## src/rtl/sm83_alu_seq.sv

```systemverilog
`default_nettype none
// ============================================================================
// Module      : sm83_alu_seq
// Description : Sequencer that runs an 8-bit operation on a 4-bit nibble ALU
//               in two passes (low nibble, then high nibble) and collects the
//               result and Z/N/H/C flags. Optional feature macro:
//               SM83_ALU_SEQ_CP_EN - op 111 is CP (flags only, result kept);
//               when undefined op 111 behaves exactly as SUB.
// Revision    : 1.0 - initial release
// ============================================================================
module sm83_alu_seq (
  input  logic       clk,
  input  logic       reset,
  input  logic       req,
  input  logic [2:0] op,
  input  logic [7:0] a_in,
  input  logic [7:0] b_in,
  input  logic       cin,
  output logic       ready,
  output logic       done,
  output logic [7:0] result,
  output logic       flag_z,
  output logic       flag_n,
  output logic       flag_h,
  output logic       flag_c,
  output logic [7:0] alu_din,
  output logic       alu_load_a,
  output logic       alu_load_b,
  output logic       alu_shift_oe,
  output logic       alu_result_oe,
  output logic       alu_op_low,
  output logic       alu_op_b_high,
  output logic       alu_negate,
  output logic       alu_carry_in,
  output logic       alu_no_carry_out,
  output logic       alu_force_carry,
  output logic       alu_ignore_carry,
  input  logic       alu_carry,
  input  logic       alu_zero,
  input  logic [7:0] alu_dout
);

  localparam logic [2:0] c_OP_ADD = 3'b000;
  localparam logic [2:0] c_OP_ADC = 3'b001;
  localparam logic [2:0] c_OP_SUB = 3'b010;
  localparam logic [2:0] c_OP_SBC = 3'b011;
  localparam logic [2:0] c_OP_AND = 3'b100;
  localparam logic [2:0] c_OP_XOR = 3'b101;
  localparam logic [2:0] c_OP_OR  = 3'b110;
  localparam logic [2:0] c_OP_CP  = 3'b111;

  typedef enum logic [2:0] {
    S_IDLE = 3'd0,
    S_LD_A = 3'd1,
    S_LD_B = 3'd2,
    S_LOW  = 3'd3,
    S_HIGH = 3'd4,
    S_WB   = 3'd5
  } state_t;

  state_t     r_state;
  logic [2:0] r_op;
  logic [7:0] r_a;
  logic [7:0] r_b;
  logic       r_cin;
  logic       r_hc;
  logic       r_fc;
  logic       r_done;
  logic [7:0] r_result;
  logic       r_flag_z;
  logic       r_flag_n;
  logic       r_flag_h;
  logic       r_flag_c;

  logic       w_sub;
  logic       w_arith;
  logic       w_low_cin;
  logic       w_keep_result;

  // Subtract-class ops run the adder with B negated; op 111 always subtracts.
  assign w_sub   = (r_op == c_OP_SUB) || (r_op == c_OP_SBC) || (r_op == c_OP_CP);
  assign w_arith = !r_op[2] || (r_op == c_OP_CP);

`ifdef SM83_ALU_SEQ_CP_EN
  assign w_keep_result = (r_op == c_OP_CP);
`else
  assign w_keep_result = 1'b0;
`endif

  // Carry injected into the low nibble pass for each op.
  always_comb begin
    w_low_cin = 1'b0;
    case (r_op)
      c_OP_ADD: w_low_cin = 1'b0;
      c_OP_ADC: w_low_cin = r_cin;
      c_OP_SUB: w_low_cin = 1'b1;
      c_OP_SBC: w_low_cin = !r_cin;
      c_OP_AND: w_low_cin = 1'b1;
      c_OP_XOR: w_low_cin = 1'b0;
      c_OP_OR:  w_low_cin = 1'b0;
      c_OP_CP:  w_low_cin = 1'b1;
      default:  w_low_cin = 1'b0;
    endcase
  end

  // ALU control decode from current state and latched op.
  always_comb begin
    alu_din          = 8'h00;
    alu_load_a       = 1'b0;
    alu_load_b       = 1'b0;
    alu_shift_oe     = 1'b0;
    alu_result_oe    = 1'b0;
    alu_op_low       = 1'b0;
    alu_op_b_high    = 1'b0;
    alu_negate       = 1'b0;
    alu_carry_in     = 1'b0;
    alu_no_carry_out = 1'b0;
    alu_force_carry  = 1'b0;
    alu_ignore_carry = 1'b0;
    case (r_state)
      S_LD_A: begin
        alu_shift_oe = 1'b1;
        alu_load_a   = 1'b1;
        alu_din      = r_a;
      end
      S_LD_B: begin
        alu_shift_oe = 1'b1;
        alu_load_b   = 1'b1;
        alu_din      = r_b;
      end
      S_LOW, S_HIGH: begin
        alu_op_low       = (r_state == S_LOW);
        alu_op_b_high    = (r_state == S_HIGH);
        alu_negate       = w_sub;
        alu_force_carry  = (r_op == c_OP_AND);
        alu_no_carry_out = (r_op == c_OP_XOR) || (r_op == c_OP_OR);
        alu_ignore_carry = (r_op == c_OP_OR);
        // High pass chains the nibble carry only for arithmetic ops.
        alu_carry_in     = ((r_state == S_HIGH) && w_arith) ? r_hc : w_low_cin;
      end
      S_WB: begin
        alu_result_oe = 1'b1;
      end
      default: ;
    endcase
  end

  assign ready  = (r_state == S_IDLE);
  assign done   = r_done;
  assign result = r_result;
  assign flag_z = r_flag_z;
  assign flag_n = r_flag_n;
  assign flag_h = r_flag_h;
  assign flag_c = r_flag_c;

  // Sequencer FSM with operand latching, carry capture and writeback.
  always_ff @(posedge clk or posedge reset) begin
    if (reset) begin
      r_state  <= S_IDLE;
      r_op     <= 3'b000;
      r_a      <= 8'h00;
      r_b      <= 8'h00;
      r_cin    <= 1'b0;
      r_hc     <= 1'b0;
      r_fc     <= 1'b0;
      r_done   <= 1'b0;
      r_result <= 8'h00;
      r_flag_z <= 1'b0;
      r_flag_n <= 1'b0;
      r_flag_h <= 1'b0;
      r_flag_c <= 1'b0;
    end else begin
      r_done <= 1'b0;
      case (r_state)
        S_IDLE: begin
          if (req) begin
            r_op    <= op;
            r_a     <= a_in;
            r_b     <= b_in;
            r_cin   <= cin;
            r_state <= S_LD_A;
          end
        end
        S_LD_A: r_state <= S_LD_B;
        S_LD_B: r_state <= S_LOW;
        S_LOW: begin
          r_hc    <= alu_carry;
          r_state <= S_HIGH;
        end
        S_HIGH: begin
          r_fc    <= alu_carry;
          r_state <= S_WB;
        end
        S_WB: begin
          if (!w_keep_result) begin
            r_result <= alu_dout;
          end
          r_flag_z <= alu_zero;
          r_flag_n <= w_sub;
          // Carry/borrow polarity flips for subtract-class ops.
          r_flag_h <= w_arith ? (r_hc ^ w_sub) : (r_op == c_OP_AND);
          r_flag_c <= w_arith ? (r_fc ^ w_sub) : 1'b0;
          r_done   <= 1'b1;
          r_state  <= S_IDLE;
        end
        default: r_state <= S_IDLE;
      endcase
    end
  end

endmodule
`default_nettype wire

```

## config.mk

```make
export PLATFORM = sky130hd
export DESIGN_NAME = sm83_alu_seq
export DESIGN_NICKNAME = d
export VERILOG_FILES = /design/src/rtl/sm83_alu_seq.sv
export SDC_FILE = /design/constraint.sdc
export NUM_CORES = 1
export LEC_CHECK = 0
export CORE_MARGIN = 2
export CORE_UTILIZATION = 40
export CTS_BUF_LIST = sky130_fd_sc_hd__clkbuf_2 sky130_fd_sc_hd__clkbuf_4 sky130_fd_sc_hd__clkbuf_8
export CTS_CLUSTER_SIZE = 25
export DETAILED_ROUTE_END_ITERATION = 10
export MAX_ROUTING_LAYER = met4
export PLACE_DENSITY = 0.75
export SLEW_MARGIN = 30
export SYNTH_ARGS = -nofsm -noshare
export SYNTH_HDL_FRONTEND = slang
export SYNTH_SLANG_ARGS = --single-unit
```

## constraint.sdc

```tcl
create_clock -name clk -period 3.65 [get_ports clk]
set_input_delay 0.73 -clock clk [delete_from_list [all_inputs] [get_ports clk]]
set_output_delay 0.73 -clock clk [all_outputs]
set_load 0.02 [all_outputs]
```

; Word level (Yosys, flattened, before mapping)
; Cells that the tools add are included.
[op_classes]
n_eq_ne = 13
n_mux = 18
bitwise_logic = 2
reduce_logical = 14
[ops]
columns = cell, n
row1 = $eq 3x3->1 const B, 6
row2 = $pmux 8 s2, 1
row3 = $pmux 3 s5, 1
row4 = $mux 1, 14
row5 = $eq 3x2->1 const B, 4
row6 = $eq 3x1->1 const B, 2
row7 = $logic_not 3->1, 2
row8 = $reduce_or 3->1, 2
row9 = $logic_or 1x1->1, 4
row10 = $pmux 1 s4, 1
row11 = $reduce_or 2->1, 2
row12 = $mux 3, 1
row13 = $logic_not 1->1, 2
row14 = $ne 2x2->1 const B, 1
row15 = $reduce_and 2->1, 1
row16 = $xor 1x1->1, 2
row17 = $logic_and 1x1->1, 1
[word_totals]
register_bits = 38
inputBits = 33
out_inout_bits = 33
word_cells = 60

; Logic depth before layout (Yosys ltp)
; Gate-level depths: netlist of the first run.
[depth]
ltp_word = 5
ltp_mapped = 5
mapped_depth_nobuf = 5

; Worst setup path before layout of the first run
; Ideal clock, no wire load.
[synth_path]
kind = register to output
from = register r_state[0]
to = output port alu_carry_in
t_arrival_ns = 1.563
t_required_ns = 2.920
slack_ns = 1.357
path_stages_with_launch = 5
n_path_buf = 0
path_cell_list = dfrtp_1 or3b_4 clkinv_4 nor2_2 o41ai_2
[synth_via]
elab_chain_len = 4
elab_cells_between_ends = 6
classes_between = 2 x eq/ne / 2 x mux / 2 x reduce/logical
[synth_lines]
columns = item, line_no
row1 = "start, declared", 61  ; state_t r_state;
row2 = "start signal, assigned", 159  ; r_state <= S_IDLE;
row3 = "start signal, assigned", 181  ; r_state <= S_LD_A;
row4 = "start signal, assigned", 184  ; S_LD_A: r_state <= S_LD_B;
row5 = $eq 3x3->1, "120, 139"
row6 = $logic_and 1x1->1, 139  ; alu_carry_in = ((r_state == S_HIGH) && w_arith) ? r_hc : w_low_cin;
row7 = $mux 1, 139
row8 = $mux 1 *, 120  ; case (r_state)
row9 = "end, declared", 34  ; output logic alu_carry_in,
; Mark *: on every way between the ends. The rest lies on a longest branch, timed or not.

; Worst setup path after layout of the first run
[layout_path]
from = register r_state[1]
to = output port alu_result_oe
[layout_via]
elab_chain_len = 2
[layout_lines]
columns = item, line_no
row1 = $eq 3x3->1, 120
row2 = $mux 1, 120
row3 = "end, declared", 30  ; output logic alu_result_oe,
; No other way between the ends.

==> flow_metrics.py, run 1 <==
metrics = {
    "timing": {
        "slew_violations": 0,
        "rsz0062_at_grt": "false",
        "skew_ns": 0.00727,
        "fin_crit_ns": 3.00,
        "finalCritPeriodShare_pct": 82.1,
        "slew_headroom_pct": 41.2,
        "hold_ws_ns": 0.485,
        "setup_viol": 0,
        "setup_tns_ns": 0,
        "hold_viol_final": 0,
        "tightest_slew_ns": 0.881,
        "max_freq_ghz": 0.334,
    },
    "placement": {
        "portBuffers": 65,
        "dpl.hpwl_um": 2870,
        "place.gp.congestion": 0.739,
        "dpl-instance-area_sq_um": 2380,
    },
    "grt": {
        "grt.overflow.total": 0,
        "grt_pass1_wl_um": 6090,
        "grt_max_degree": 39,
        "grt_pass1_vias": 1411,
        "track_usage_pct": 18.2,
        "grt_antenna_before_repair": 0,
    },
    "yosys": {
        "ys.flop_type": "dfrtp_1",
        "syn_inst": 148,
        "synth_edf_count": 0,
        "ys.warnings.count": 0,
        "synth_area_leader_cell": "dfrtp_1",
        "synth.area.top_cells": "dfrtp_1, mux2_2, nand2_1",
        "synth.top_cell.area_share_pct": 56.8,
        "yosysSeqAreaShare_pct": 56.8,
        "synth_common_cells": "dfrtp_1, nand2_1, mux2_2",
        "syn_avg_cell_area_sq_um": 11.3,
        "syn-num-nets": 181,
        "synth_area_sq_um": 1680,
        "synth.distinct_cells": 31,
        "synth_most_common_cell": "dfrtp_1",
        "async_flop_share_pct": 100,
        "ys_seq_elements": 38,
    },
    "worst_setup_path": {
        "crit_path_start_kind": "flop",
        "critPathMaxStageDelay_ns": 0.68,
        "r2r_setup_slack_ns": 1.65,
        "worstPathArrival_ns": 2.27,
        "worstRegToRegCells": 3,
        "cp-end-kind": "output port",
        "path_depth": 3,
        "cp_max_fo": 14,
        "path_cells": "nand3b_1, inv_1, clkdlybuf4s50_1",
        "worstPathRequired_ns": 2.92,
        "critical-path-top-delay-family": "buffers and inverters",
        "r2r_start": "r_state[2]",
        "slowest_stage": "clkdlybuf4s50_1",
        "startpoint": "r_state[1]",
        "timing.rr.end": "r_b[7]",
        "crit_path_end": "alu_result_oe",
        "crit_type": "flop to output port",
        "worst-path-buf-inv": 2,
    },
    "outcome": {
        "status": "finished, final reports clean",
    },
    "power_and_ir_drop": {
        "ir_drop_mv": 0.507,
        "power_w": 0.00222,
        "power_density_nw_per_um2": 898,
        "p_leak_nw": 1.09,
    },
    "layout": {
        "drive_gt1_share_pct": 18.0,
        "fin_util_pct": 61.4,
        "layout.nets": 249,
        "area_growth_pct": 47.6,
        "design_area_sq_um": 2470,
        "n_antenna_cell": 0,
    },
    "drt": {
        "viasPerCell": 5.03,
        "wl_um": 3840,
        "ant_nets": 0,
        "wl_per_cell_um": 14.4,
        "route.detailed.drc": 0,
        "num_vias": 1343,
        "drtPass1Iterations": 4,
        "drtIter0Drc": 73,
    },
    "cts": {
        "cts_root_buf": "clkbuf_8",
        "clock_path_buffers": 2,
        "cts.htree.levels": 2,
        "cts_buffers": 5,
        "cts.reportedPaths.clkPinSlew_ns": 0.07,
        "postCtsHoldBufs": 0,
        "cts_setup_buffers": 0,
        "clk-insertion-delay-late_ns": 0.28,
        "cts.sinks": 38,
        "cts_resized": 0,
        "cts_tree": "built",
    },
    "floorplanning": {
        "start_util_pct": 41.6,
        "dieArea_sq_um": 4720,
        "core_sq_um": 4030,
        "die_h_um": 68.7,
        "num_rows": 23,
        "die_x_um": 68.7,
        "io_pins": 66,
    },
    "hold_path": {
        "hp-class": "flop to flop",
    },
    "job": {
        "cap_violations": 0,
    },
}
routing by layer:
layer,wire [um],up-vias,GRT usage (%)
met2,1830,57,30.3
li1,-,639,-
met1,1650,643,20.4
met5,0,-,-
met4,42,0,7.35
met3,321,4,5.84
layout by cell type, fill, tap and decap left out, types with 2 or more instances in the layout:
cell type	instances
a22o_1	8
mux2_2	20
inv_1	5
nor2_1	2
and3_1	2
or2_2	2
buf_4	3
nand2b_1	2
nor3_1	4
o21ai_0	4
dfrtp_1	38
clkbuf_8	6
nand2_1	33
nor3b_1	3
clkdlybuf4s50_1	65
a31oi_1	2
flip-flops by register name, summed over array words and instances (netlist names):
name,count
flag_n,1
done,1
r_a,8
r_b,8
r_hc,1
flag_c,1
result,8
r_op,3
r_cin,1
r_state,3
r_fc,1
flag_h,1
flag_z,1
stage by stage:
step | worst slack [ns] | std cells
2_1_floorplan | 1.36 | 148
3_3_place_gp | 0.989 | 259
3_5_place_dp | 0.939 | 259
4_1_cts | 0.625 | 267
5_1_grt | 0.475 | 267
6_report | 0.655 | 267
layout make-up:
cell class,instances,area [sq um]
Sequential cell,38,951
Timing Repair Buffer,68,673
Tap cell,50,62.6
Clock buffer,7,90.1
Fill cell,341,1560
Multi-Input combinational cell,97,663
Clock inverter,1,5.00
Inverter,6,27.5
cell families (layout without fill, tap and decap cells):
kind of cell              Yosys count  in the layout  share of synthesized area (%)
buffers and inverters              13             82                           3.66
DFF                                38             38                           56.8
xor gates and xnor gates            1              1                          0.523
muxes                              20             20                           13.4
and+or+nand+nor                    56             56                           16.3
AOI/OAI and AO/OA                  20             20                           9.34
tightest hold or removal path: cells and delay by family (launching register included):
kind             cells  cell delay [ns]
flip-flops           1             0.35
AND/OR/NAND/NOR      2             0.11
how the worst min path moves through the flow:
stage | startpoint | endpoint | depth (start not counted)
global route | result[0] | result[0] | 2
finish | result[3] | result[3] | 2
floorplan | r_cin | r_cin | 1
global placement | result[5] | result[5] | 2
detailed placement | result[3] | result[3] | 2
CTS | result[3] | result[3] | 2
report_power, final:
part | switching, W | total [W] | internal [W]
logic | 0.000543 | 0.00113 | 0.000591
registers | 0.000159 | 0.000789 | 0.000630
clock network | 0.000137 | 0.000297 | 0.000160
No activity file was read; power rests on OpenSTA's default activity.
==> run 2: changes to the inputs <==
--- a/config.mk
+++ b/config.mk
@@ -11,7 +11,7 @@
 export CTS_CLUSTER_SIZE = 25
 export DETAILED_ROUTE_END_ITERATION = 10
 export MAX_ROUTING_LAYER = met4
-export PLACE_DENSITY = 0.75
+export PLACE_DENSITY = 0.77
 export SLEW_MARGIN = 30
 export SYNTH_ARGS = -nofsm -noshare
 export SYNTH_HDL_FRONTEND = slang
==> constraint.sdc (replaced) <==
create_clock -name clk -period 2.6 [get_ports clk]
set_input_delay 0.52 -clock clk [delete_from_list [all_inputs] [get_ports clk]]
set_output_delay 0.52 -clock clk [all_outputs]
set_load 0.02 [all_outputs]
==> flow_metrics.py, run 2 (same netlist as run 1, synthesis figures left out) <==
metrics = {
    "timing": {
        "tightest_slew_ns": 0.468,
        "hold_viol_final": 0,
        "skew_ns": 0.00652,
        "setup_tns_ns": 0,
        "rsz0062_at_grt": "false",
        "slew_violations": 0,
        "setup_viol": 0,
        "fin_crit_ns": 2.49,
        "slew_headroom_pct": 68.8,
        "max_freq_ghz": 0.401,
        "finalCritPeriodShare_pct": 95.9,
    },
    "cts": {
        "clk-insertion-delay-late_ns": 0.28,
        "cts.reportedPaths.clkPinSlew_ns": 0.07,
        "cts_buffers": 5,
        "clock_path_buffers": 2,
        "cts_root_buf": "clkbuf_8",
        "cts_tree": "built",
        "cts.sinks": 38,
        "cts.htree.levels": 2,
        "cts_setup_buffers": 0,
    },
    "grt": {
        "grt_antenna_before_repair": 0,
        "grt_pass1_wl_um": 5760,
        "grt_pass1_vias": 1242,
        "grt_max_degree": 39,
        "track_usage_pct": 17.1,
        "grt.overflow.total": 0,
    },
    "layout": {
        "area_growth_pct": 52.3,
        "final_cells": 273,
        "layout_commonest_cell": "clkdlybuf4s50_1",
        "n_antenna_cell": 0,
        "design_area_sq_um": 2550,
        "fill_cells": 339,
        "layout.nets": 255,
        "seqCellArea_sq_um": 951,
        "multi_input_area_sq_um": 668,
        "fin_util_pct": 63.3,
        "mostFrequentLayoutCells": "clkdlybuf4s50_1, dfrtp_1, nand2_1",
        "drive_gt1_share_pct": 20.2,
    },
    "outcome": {
        "status": "finished, final reports clean",
    },
    "placement": {
        "portBuffers": 65,
        "place.gp.congestion": 0.773,
        "dpl-instance-area_sq_um": 2420,
        "dpl.hpwl_um": 2630,
        "post-place-cells": 265,
    },
    "power_and_ir_drop": {
        "power_w": 0.00320,
        "ir_drop_mv": 0.660,
        "power_density_nw_per_um2": 1250,
        "p_leak_nw": 1.21,
    },
    "worst_setup_path": {
        "worstPathArrival_ns": 1.97,
        "crit_path_start_kind": "flop",
        "path_depth": 5,
        "timing.rr.end": "r_b[1]",
        "cp_common_cell": "buf_4",
        "startpoint": "r_state[2]",
        "path_cells": "buf_4, nor3b_1, buf_4, a22o_1, clkdlybuf4s50_1",
        "worst-path-buf-inv": 3,
        "cp_max_fo": 11,
        "crit_path_end": "alu_din[7]",
        "critical-path-top-delay-family": "buffers and inverters",
        "slowest_stage": "clkdlybuf4s50_1",
        "cp-end-kind": "output port",
        "r2r_start": "r_state[2]",
        "crit_type": "flop to output port",
        "critPathMaxStageDelay_ns": 0.60,
        "r2r_setup_slack_ns": 0.87,
        "worstPathRequired_ns": 2.08,
        "worstRegToRegCells": 5,
    },
    "drt": {
        "drtIter0Drc": 76,
        "drtPass1Iterations": 4,
        "wl_um": 3620,
        "ant_nets": 0,
        "route.detailed.drc": 0,
        "viasPerCell": 4.92,
        "wl_per_cell_um": 13.3,
        "num_vias": 1344,
    },
    "floorplanning": {
        "num_rows": 23,
        "io_pins": 66,
        "start_util_pct": 41.6,
        "core_sq_um": 4030,
        "die_h_um": 68.7,
        "die_x_um": 68.7,
        "dieArea_sq_um": 4720,
    },
    "job": {
        "cap_violations": 0,
    },
    "hold_path": {
        "hp-class": "flop to flop",
    },
}
run 2: cell types whose count changed in the layout (fill, tap and decap cells not counted), sizes merged:
cell           delta
clkdlybuf4s50     -7
buf               +6
dlymetal6s2s      +5
clkbuf            -2
clkinvlp          +2
dlygate4sd2       +2
bufinv            +1
clkinv            -1
run 2: worst min-delay path, stage by stage, from the launching register on:
cell and delay (ns):
dfrtp_1 0.34, nand2_1 0.05, nand2_1 0.05
run 2: worst min path at each step:
| stage | from | endpoint | slack [ns] | cells after the start |
|---|---|---|---|---|
| final | result[0] | result[0] | 0.48 | 2 |
| after floorplan | r_cin | r_cin | 0.47 | 1 |
| after global placement | result[3] | result[3] | 0.46 | 2 |
| after global routing | result[6] | result[6] | 0.50 | 2 |
| after CTS | result[3] | result[3] | 0.48 | 2 |
| after detailed placement | result[3] | result[3] | 0.46 | 2 |
run 2: timing repair:
action / 4_1_cts / 5_1_grt
hold buffers: 0 / 0
endpoints found under the setup margin: 2 / 5
hold endpoints to repair: 0 / 0
gates resized for setup: 2 / 6
run 2: final cells by class:
type                    instances  share of cell area, %
flip-flops and latches         38                   37.3
repair buffers                 74                   28.5
multi-input cells              97                   26.2
clock buffers                   5                   2.70
well taps                      50                   2.45
clock inverters                 3                   1.77
inverters                       6                   1.08
run 2: report_power, final:
group	switching, W	total (W)	internal [W]	leakage [nW]
Clock	0.000206	0.000491	0.000285	0.0504
Combinational	0.000782	0.00164	0.000855	0.705
Sequential	0.000186	0.00107	0.000884	0.458
run 2: routing by layer:
| layer | vias up | GRT usage [%] | routed length, um |
|---|---|---|---|
| li1 | 657 | - | - |
| met1 | 648 | 20.0 | 1530 |
| met2 | 37 | 28.1 | 1850 |
| met3 | 2 | 6.49 | 231 |
| met4 | 0 | 3.68 | 13 |
| met5 | - | - | 0 |
run 2: metrics by stage:
step / worst slack, ns / hold slack (ns)
global route: 0.00492 / 0.498
CTS: 0.0159 / 0.480
global placement: 0.211 / 0.457
finish: 0.108 / 0.476
floorplan: 0.517 / 0.473
detailed placement: 0.203 / 0.462
==> run 3: changes to the inputs <==
--- a/config.mk
+++ b/config.mk
@@ -12,6 +12,7 @@
 export DETAILED_ROUTE_END_ITERATION = 10
 export MAX_ROUTING_LAYER = met4
 export PLACE_DENSITY = 0.77
+export SKIP_LAST_GASP = 1
 export SLEW_MARGIN = 30
 export SYNTH_ARGS = -nofsm -noshare
 export SYNTH_HDL_FRONTEND = slang
==> results of run 3 <==
Final layout, timing and power as in run 2 (identical DEF).
